[config.mk]
export PLATFORM = sky130hd
export DESIGN_NAME = id_stage_reg
export DESIGN_NICKNAME = d
export VERILOG_FILES = /design/src/rtl/id_stage_reg.sv
export SDC_FILE = /design/constraint.sdc
export NUM_CORES = 2
export LEC_CHECK = 0
export ABC_AREA = 0
export BUFFER_PORTS_ARGS = -buffer_cell sky130_fd_sc_hd__buf_2
export CORE_MARGIN = 4
export CORE_UTILIZATION = 56
export DETAILED_ROUTE_END_ITERATION = 6
export HOLD_SLACK_MARGIN = 0.02
export PLACE_DENSITY = 0.73
export RECOVER_POWER = 25
export REMOVE_ABC_BUFFERS = 1
export SYNTH_ARGS = -nofsm -noshare
export SYNTH_HDL_FRONTEND = slang
export SYNTH_SLANG_ARGS = --single-unit
[constraint.sdc]
create_clock -name clk -period 2.1 [get_ports clk]
set_input_delay 0.21 -clock clk [delete_from_list [all_inputs] [get_ports clk]]
set_output_delay 0.21 -clock clk [all_outputs]
set_load 0.05 [all_outputs]
[src/rtl/id_stage_reg.sv]
// ID stage: register file with writeback bypass, immediate decode and the
// ID/EX pipeline register with stall, bubble and flush handling.
module id_stage_reg #(
  parameter int XLEN           = 32,
  parameter int NUM_REGS       = 32,
  parameter int REG_AW         = $clog2(NUM_REGS),
  parameter bit LONG_IMM_UPPER = 1'b0
) (
  input  logic              clk,
  input  logic              reset_n,
  input  logic              if_id_valid,
  output logic              if_id_ready,
  input  logic [31:0]       if_id_ir,
  input  logic [XLEN-1:0]   if_id_npc,
  input  logic              hazard,
  input  logic              flush,
  input  logic              wb_we,
  input  logic [REG_AW-1:0] wb_rd,
  input  logic [XLEN-1:0]   wb_data,
  output logic              id_ex_valid,
  input  logic              id_ex_ready,
  output logic [XLEN-1:0]   id_ex_a,
  output logic [XLEN-1:0]   id_ex_b,
  output logic [XLEN-1:0]   id_ex_npc,
  output logic [31:0]       id_ex_ir,
  output logic [XLEN-1:0]   id_ex_imm
);

  logic [XLEN-1:0]   regs [NUM_REGS];
  logic [REG_AW-1:0] rs1, rs2, held_rs1, held_rs2;
  logic [XLEN-1:0]   op_a, op_b;
  logic [XLEN-1:0]   imm_short, imm_long, imm_next;
  logic signed [11:0] imm12;
  logic signed [19:0] imm20;
  logic signed [31:0] imm_upper32;
  logic              free;
  logic              wb_hit;
  logic              unused_ir;

  assign rs1      = if_id_ir[15 +: REG_AW];
  assign rs2      = if_id_ir[20 +: REG_AW];
  assign held_rs1 = id_ex_ir[15 +: REG_AW];
  assign held_rs2 = id_ex_ir[20 +: REG_AW];
  assign unused_ir = ^{if_id_ir[19:15], if_id_ir[11:3], if_id_ir[1:0]};

  // Signed casts give the sign extension to XLEN without zero-width replications.
  assign imm12       = if_id_ir[31:20];
  assign imm20       = if_id_ir[31:12];
  assign imm_upper32 = {if_id_ir[31:12], 12'h000};
  assign imm_short   = XLEN'(imm12);
  assign imm_long    = LONG_IMM_UPPER ? XLEN'(imm_upper32) : XLEN'(imm20);
  assign imm_next    = if_id_ir[2] ? imm_long : imm_short;

  assign wb_hit = wb_we && (wb_rd != '0);
  assign free   = !id_ex_valid || id_ex_ready;
  assign if_id_ready = reset_n && free && !hazard && !flush;

  // A same-cycle writeback wins over the array so the capture never sees stale data.
  always_comb begin
    op_a = '0;
    op_b = '0;
    if (rs1 != '0) begin
      if (wb_we && wb_rd == rs1) op_a = wb_data;
      else                       op_a = regs[rs1];
    end
    if (rs2 != '0) begin
      if (wb_we && wb_rd == rs2) op_b = wb_data;
      else                       op_b = regs[rs2];
    end
  end

  always_ff @(posedge clk or negedge reset_n) begin
    if (!reset_n) begin
      for (int i = 0; i < NUM_REGS; i++) regs[i] <= '0;
    end else if (wb_hit) begin
      regs[wb_rd] <= wb_data;
    end
  end

  // A stalled instruction keeps tracking writebacks to its sources.
  always_ff @(posedge clk or negedge reset_n) begin
    if (!reset_n) begin
      id_ex_valid <= 1'b0;
      id_ex_a     <= '0;
      id_ex_b     <= '0;
      id_ex_npc   <= '0;
      id_ex_ir    <= '0;
      id_ex_imm   <= '0;
    end else if (flush) begin
      id_ex_valid <= 1'b0;
      id_ex_ir    <= '0;
      id_ex_imm   <= '0;
    end else if (!free) begin
      if (wb_hit && wb_rd == held_rs1) id_ex_a <= wb_data;
      if (wb_hit && wb_rd == held_rs2) id_ex_b <= wb_data;
    end else if (hazard) begin
      id_ex_valid <= 1'b0;
      id_ex_ir    <= '0;
      id_ex_imm   <= '0;
    end else if (if_id_valid) begin
      id_ex_valid <= 1'b1;
      id_ex_a     <= op_a;
      id_ex_b     <= op_b;
      id_ex_npc   <= if_id_npc;
      id_ex_ir    <= if_id_ir;
      id_ex_imm   <= imm_next;
    end else begin
      id_ex_valid <= 1'b0;
      id_ex_ir    <= '0;
      id_ex_imm   <= '0;
    end
  end

endmodule

Word-level counts from Yosys, hierarchy flattened
Cells that the tools add are included.
- order comparisons: 4
- reduce and logical (&&, ||, !) cells: 22
- mux-type cells: 34
- equal/unequal tests: 6
- bitwise gates (word level): 5
- operators by type and width (kind ; count):
    $bwmux 1024 ; 1
    $mux 32 ; 25
    $bmux 32 s5 ; 2
    $demux 32 s5 ; 1
    $eq 5x5->1 ; 4
    $mux 19 ; 1
    $ge 6x6->1 const B ; 3
    $not 5->6 ; 3
    $reduce_bool 5->1 ; 3
    $reduce_and 4->1 ; 3
    $logic_and 1x1->1 ; 9
    $lt 6x1->1 const B ; 1
    $reduce_bool 2->1 ; 3
    $mux 1 ; 4
    $ne 2x2->1 const B ; 2
    $logic_not 1->1 ; 3
    $not 1->1 ; 2
    $logic_or 1x1->1 ; 1
- output and inout bits: 162
- logic and storage cells: 109
- input port bits: 108
- register bits: 1185

Longest topological paths before layout
- word-level depth: 9
- mapped depth: 11
- mapped depth without buffers: 6

Least setup slack after synthesis
No wires, ideal clock.
- kind: register to register
- start point: register id_ex_valid
- end point: register id_ex_b[0]
- data arrival time: 2.207 ns
- required time: 2.001 ns
- slack: -0.206 ns
- period minus slack after synthesis: 2.306 ns
- buffers on the path: 2
- cell stages (with the launch flop): 9
- library setup time: 0.099 ns
- path through: dfrtp_1 > nor3b_4 > o311ai_1 > nor4_2 > or2_1 > buf_4 > buf_4 > nor2_1 > a311oi_1
- longest elaborated chain between the ends: 4
- elaborated cells between the ends (all ways): 7
- classes of those cells: eq/ne (2); mux (1); reduce/logical (4)
- RTL lines (element ; line ; text):
    start, declared ; 20 ; output logic id_ex_valid,
    start signal, assigned ; 83 ; id_ex_valid <= 1'b0;
    start signal, assigned ; 90 ; id_ex_valid <= 1'b0;
    start signal, assigned ; 97 ; id_ex_valid <= 1'b0;
    $logic_not 1->1 * ; 55 ; assign free = !id_ex_valid || id_ex_ready;
    $logic_or 1x1->1 * ; 55 ;
    $ne 2x2->1 (no line) / $reduce_bool 2->1 (equally long branches) ; n/a ;
    $reduce_and 4->1 (no line) ; n/a ;
    end signal, assigned ; 95 ; if (wb_hit && wb_rd == held_rs2) id_ex_b <= wb_data;
    end signal, assigned ; 103 ; id_ex_b <= op_b;
    end, declared ; 23 ; output logic [XLEN-1:0] id_ex_b,
Mark *: on every way between the ends. The rest lies on a longest branch, timed or not.
A chain may end at the register's enable or synchronous reset.

Worst setup path after layout
- start point: register id_ex_valid
- end point: register id_ex_a[23]
- longest elaborated chain between the ends: 4
- elaborated cells between the ends (all ways): 7
- classes of those cells: eq/ne (2); mux (1); reduce/logical (4)
- RTL lines (element ; line ; text):
    $logic_not 1->1 * ; 55 ;
    $logic_or 1x1->1 * ; 55 ;
    $ne 2x2->1 (no line) / $reduce_bool 2->1 (equally long branches) ; n/a ;
    $reduce_and 4->1 (no line) ; n/a ;
    end signal, assigned ; 94 ; if (wb_hit && wb_rd == held_rs1) id_ex_a <= wb_data;
    end signal, assigned ; 102 ; id_ex_a <= op_a;
    end, declared ; 22 ; output logic [XLEN-1:0] id_ex_a,
Marked as above.

==> run metrics <==
CTS tree done; CP max FO 7; Post-route DRC 0; Area Growth Syn to Fin 18.79%; initial antenna violation count 6; Yosys cell types 56; Arr. time, crit path 2800 ps; top cells by area, synth dfrtp_1 (48%), mux2_2 (18%), mux4_2 (15%), mux2i_1 (3.7%), clkbuf_1 (1.6%); violated checks max-capacitance violations, max-slew violations, negative setup slack; Pwr Density between 900 and 1000 mW/mm2; CP Launch Type flip-flop; worst skew pair latency roughly 750 ps; final core occ 0.6707; Setup CP Type reg2reg; Filler cells 7,416; final setup violation count 13; Worst-path clk slew 60 ps; static leakage roughly 32 nW; Mapped Cells 4,350; die area 0.1134 mm2; Initial DRC Count 4,815; Slowest-stage cell, CP a31oi_4; synthesized area per cell roughly 14 um2; f_max 466.9 MHz; footprint of the multi-input gates 0.02933 mm2; DIE HEIGHT 336.8 um; Worst slew margin -0.1017; Post-synth EDFFs 0; CTS Root Cell clkbuf_16; core box area 0.1072 mm2; H-Tree Depth 4; Post-Layout Cell Count 6,262; area leader, netlist dfrtp_1; share of the synthesized area in the top cell type 0.4846; FF+latch count, synth 1,172; fin crit period roughly 2100 ps; via count 44,020; # Max-Cap Violations 1; row count 120; GR Util All Layers 0.3622; first-pass GRT wire length around 300,000 um; layout cell share with drive strength beyond 1 0.4790; Synth warnings 0; crit-path cells nor3b_4, buf_4, and3_1, a31oi_4, buf_4, nor2_4, buf_12, clkbuf_16, a22oi_1; RSZ-0062 raised after global routing true; Critical Path End Type flip-flop; port bufs 269; gp weighted congestion 0.8862; Final ANT Viol Nets 0; Cell Area, Synth 0.06052 mm2; status finished with violations; CP required 2750 ps; CTS Buffer Depth 3; vias in the first global route ~45,000; Final nets a little under 5,000; via/cell ratio 7.030; DP HPWL 129,100 um; worst-case hold slack 98.33 ps; Sink Count 1,172; routed len/inst 32.68 um; worst-margin pin slew about 1700 ps; Tcrit/Tclk final 1.020; Slew Viols, Final 64; CTS Buf Count 130; Die Wd 336.8 um; Max IR drop VDD between 0.0008 and 0.0009 V; total power ~68 mW; CP dominant cell by count buf_4; Starting Density 0.5646; pre-CTS WS -257.9 ps; Worst Skew 24.34 ps; Seq/Total Area, Yosys 0.4846; FF+latch area 0.02933 mm2; R2R Setup Slk -40 ps; slowest stage delay, CP 450 ps; drt pass-1 iters 6; Detailed Route WL 204,600 um; Top FF cell, synth dfrtp_1; Worst Hold Class in2reg; asr flop ratio synth 1.000; final worst slack -41.65 ps; boundary pin count 270; largest net degree at the start of global routing about 130; Final Hold Vio Count 0; DP Cell Count approximately 5,900; grt total ovfl 0
cell families after synthesis:
group	count (synthesis)	share of synthesized area
XOR/XNOR	20	0.002894
flip-flops	1172	0.4846
multiplexers	1624	0.3729
AO/OA/AOI/OAI	559	0.06595
buffers and inverters	485	0.03572
AND/OR/NAND/NOR	490	0.03800
synth_stat cells (6+ instances only):
| cell type | count |
|---|---|
| and3_1 | 9 |
| nor3b_1 | 31 |
| nand2b_1 | 7 |
| buf_4 | 43 |
| mux2i_1 | 225 |
| o22a_1 | 18 |
| nor2b_1 | 8 |
| nand2_1 | 250 |
| buf_2 | 116 |
| buf_1 | 67 |
| nand3b_1 | 7 |
| o21ai_0 | 63 |
| a311oi_1 | 27 |
| a22oi_1 | 97 |
| o221ai_1 | 28 |
| xor2_1 | 12 |
| mux4_2 | 405 |
| mux2_2 | 994 |
| nor2_1 | 78 |
| a31oi_1 | 12 |
| a21oi_1 | 57 |
| xnor2_1 | 8 |
| nand3_1 | 37 |
| or4_1 | 9 |
| a2bb2oi_1 | 9 |
| a211oi_1 | 53 |
| clkbuf_1 | 251 |
| a221oi_1 | 13 |
| a22o_1 | 76 |
| nand4_1 | 23 |
| dfrtp_1 | 1172 |
| nor3_1 | 6 |
| o22ai_1 | 91 |
critical path: cells and delay by family (launching register included):
| family | cells | cell delay [ps] |
|---|---|---|
| simple gates | 3 | 390 |
| flops | 1 | 370 |
| compound gates | 2 | 610 |
| buf+inv | 4 | 670 |
routing by layer:
metal,vias to the layer above,GRT usage,share of wire
met5,-,0,0.000088
met1,23060,0.4822,0.37
met2,2828,0.5503,0.45
met3,659,0.1108,0.12
met4,4,0.1703,0.054
li1,17460,-,-
state kept, by name, summed over array words and instances, names as in the netlist:
register     cells
id_ex_npc       32
id_ex_imm       20
id_ex_ir        31
regs          1024
id_ex_a         32
id_ex_b         32
id_ex_valid      1
per-stage QoR:
step                TNS (ps)  instance area [um2]
global route           -5180                71890
finish                -222.6                71900
CTS                   -56.95                71860
detailed placement     -9945                66550
floorplan            -351160                58370
global placement       -7128                66550
final cells by class:
class	instances	area share
inverter	2	0.0001044
antenna	5	0.0001740
clock inverter	33	0.006752
multi-input combinational	2693	0.4080
timing repair buffer	759	0.09770
sequential	1172	0.4079
tap	1403	0.02442
clock buffer	195	0.05492
power breakdown:
group	switching (mW)	leakage [nW]	internal, mW
logic	6.79	14.7	7.65
clock network	9.30	2.18	14.4
registers	3.42	15.0	26.8
path summary, 6_finish.rpt:
| path | startpoint | end | cells past startpoint |
|---|---|---|---|
| worst max-delay path | id_ex_valid$_DFFE_PN0P_ | id_ex_a[23]$_DFFE_PN0P_ | 9 |
| worst min-delay path | wb_data[24] | id_ex_a[24]$_DFFE_PN0P_ | 5 |
| worst max register to register | id_ex_valid$_DFFE_PN0P_ | id_ex_a[23]$_DFFE_PN0P_ | 9 |
| worst min register to register | regs[1010]$_DFFE_PN0P_ | regs[1010]$_DFFE_PN0P_ | 0 |
| max in group asynchronous | reset_n | regs[1013]$_DFFE_PN0P_ | 4 |
| min in group asynchronous | reset_n | regs[152]$_DFFE_PN0P_ | 3 |
cell usage in the layout, fill, tap and decap left out, types with 8 or more instances in the layout:
cell type	synthesis	final
mux2_2	994	994
dlygate4sd3_1	0	85
clkbuf_16	0	141
bufinv_16	0	12
clkbuf_8	0	26
a22oi_1	97	97
nor2_4	1	21
nor3b_1	31	31
o22ai_1	91	91
clkinv_2	0	15
a221oi_1	13	13
mux2i_1	225	225
o21ai_0	63	60
a22o_1	76	76
o221ai_1	28	28
a2bb2oi_1	9	9
dfrtp_1	1172	1172
nand2_2	0	17
o22a_1	18	18
xor2_1	12	12
a211oi_1	53	51
buf_2	116	262
buf_4	43	239
nand4_1	23	23
a21oi_1	57	56
clkbuf_1	251	43
xnor2_1	8	8
buf_12	0	140
nand3_1	37	36
a31oi_1	12	11
nand2_1	250	233
nor2_1	78	59
a311oi_1	27	26
or4_1	9	9
mux4_2	405	405
timing repair:
action / in CTS / in global routing
resized for setup: 6 / 11
pin swaps: 1 / 2
gates cloned: 0 / 2
setup endpoints to repair: 21 / 43
hold buffers: 85 / 0
endpoints found under the hold margin: 932 / 0
setup buffers: 1 / 10
Power figures use the tool's default switching activity.
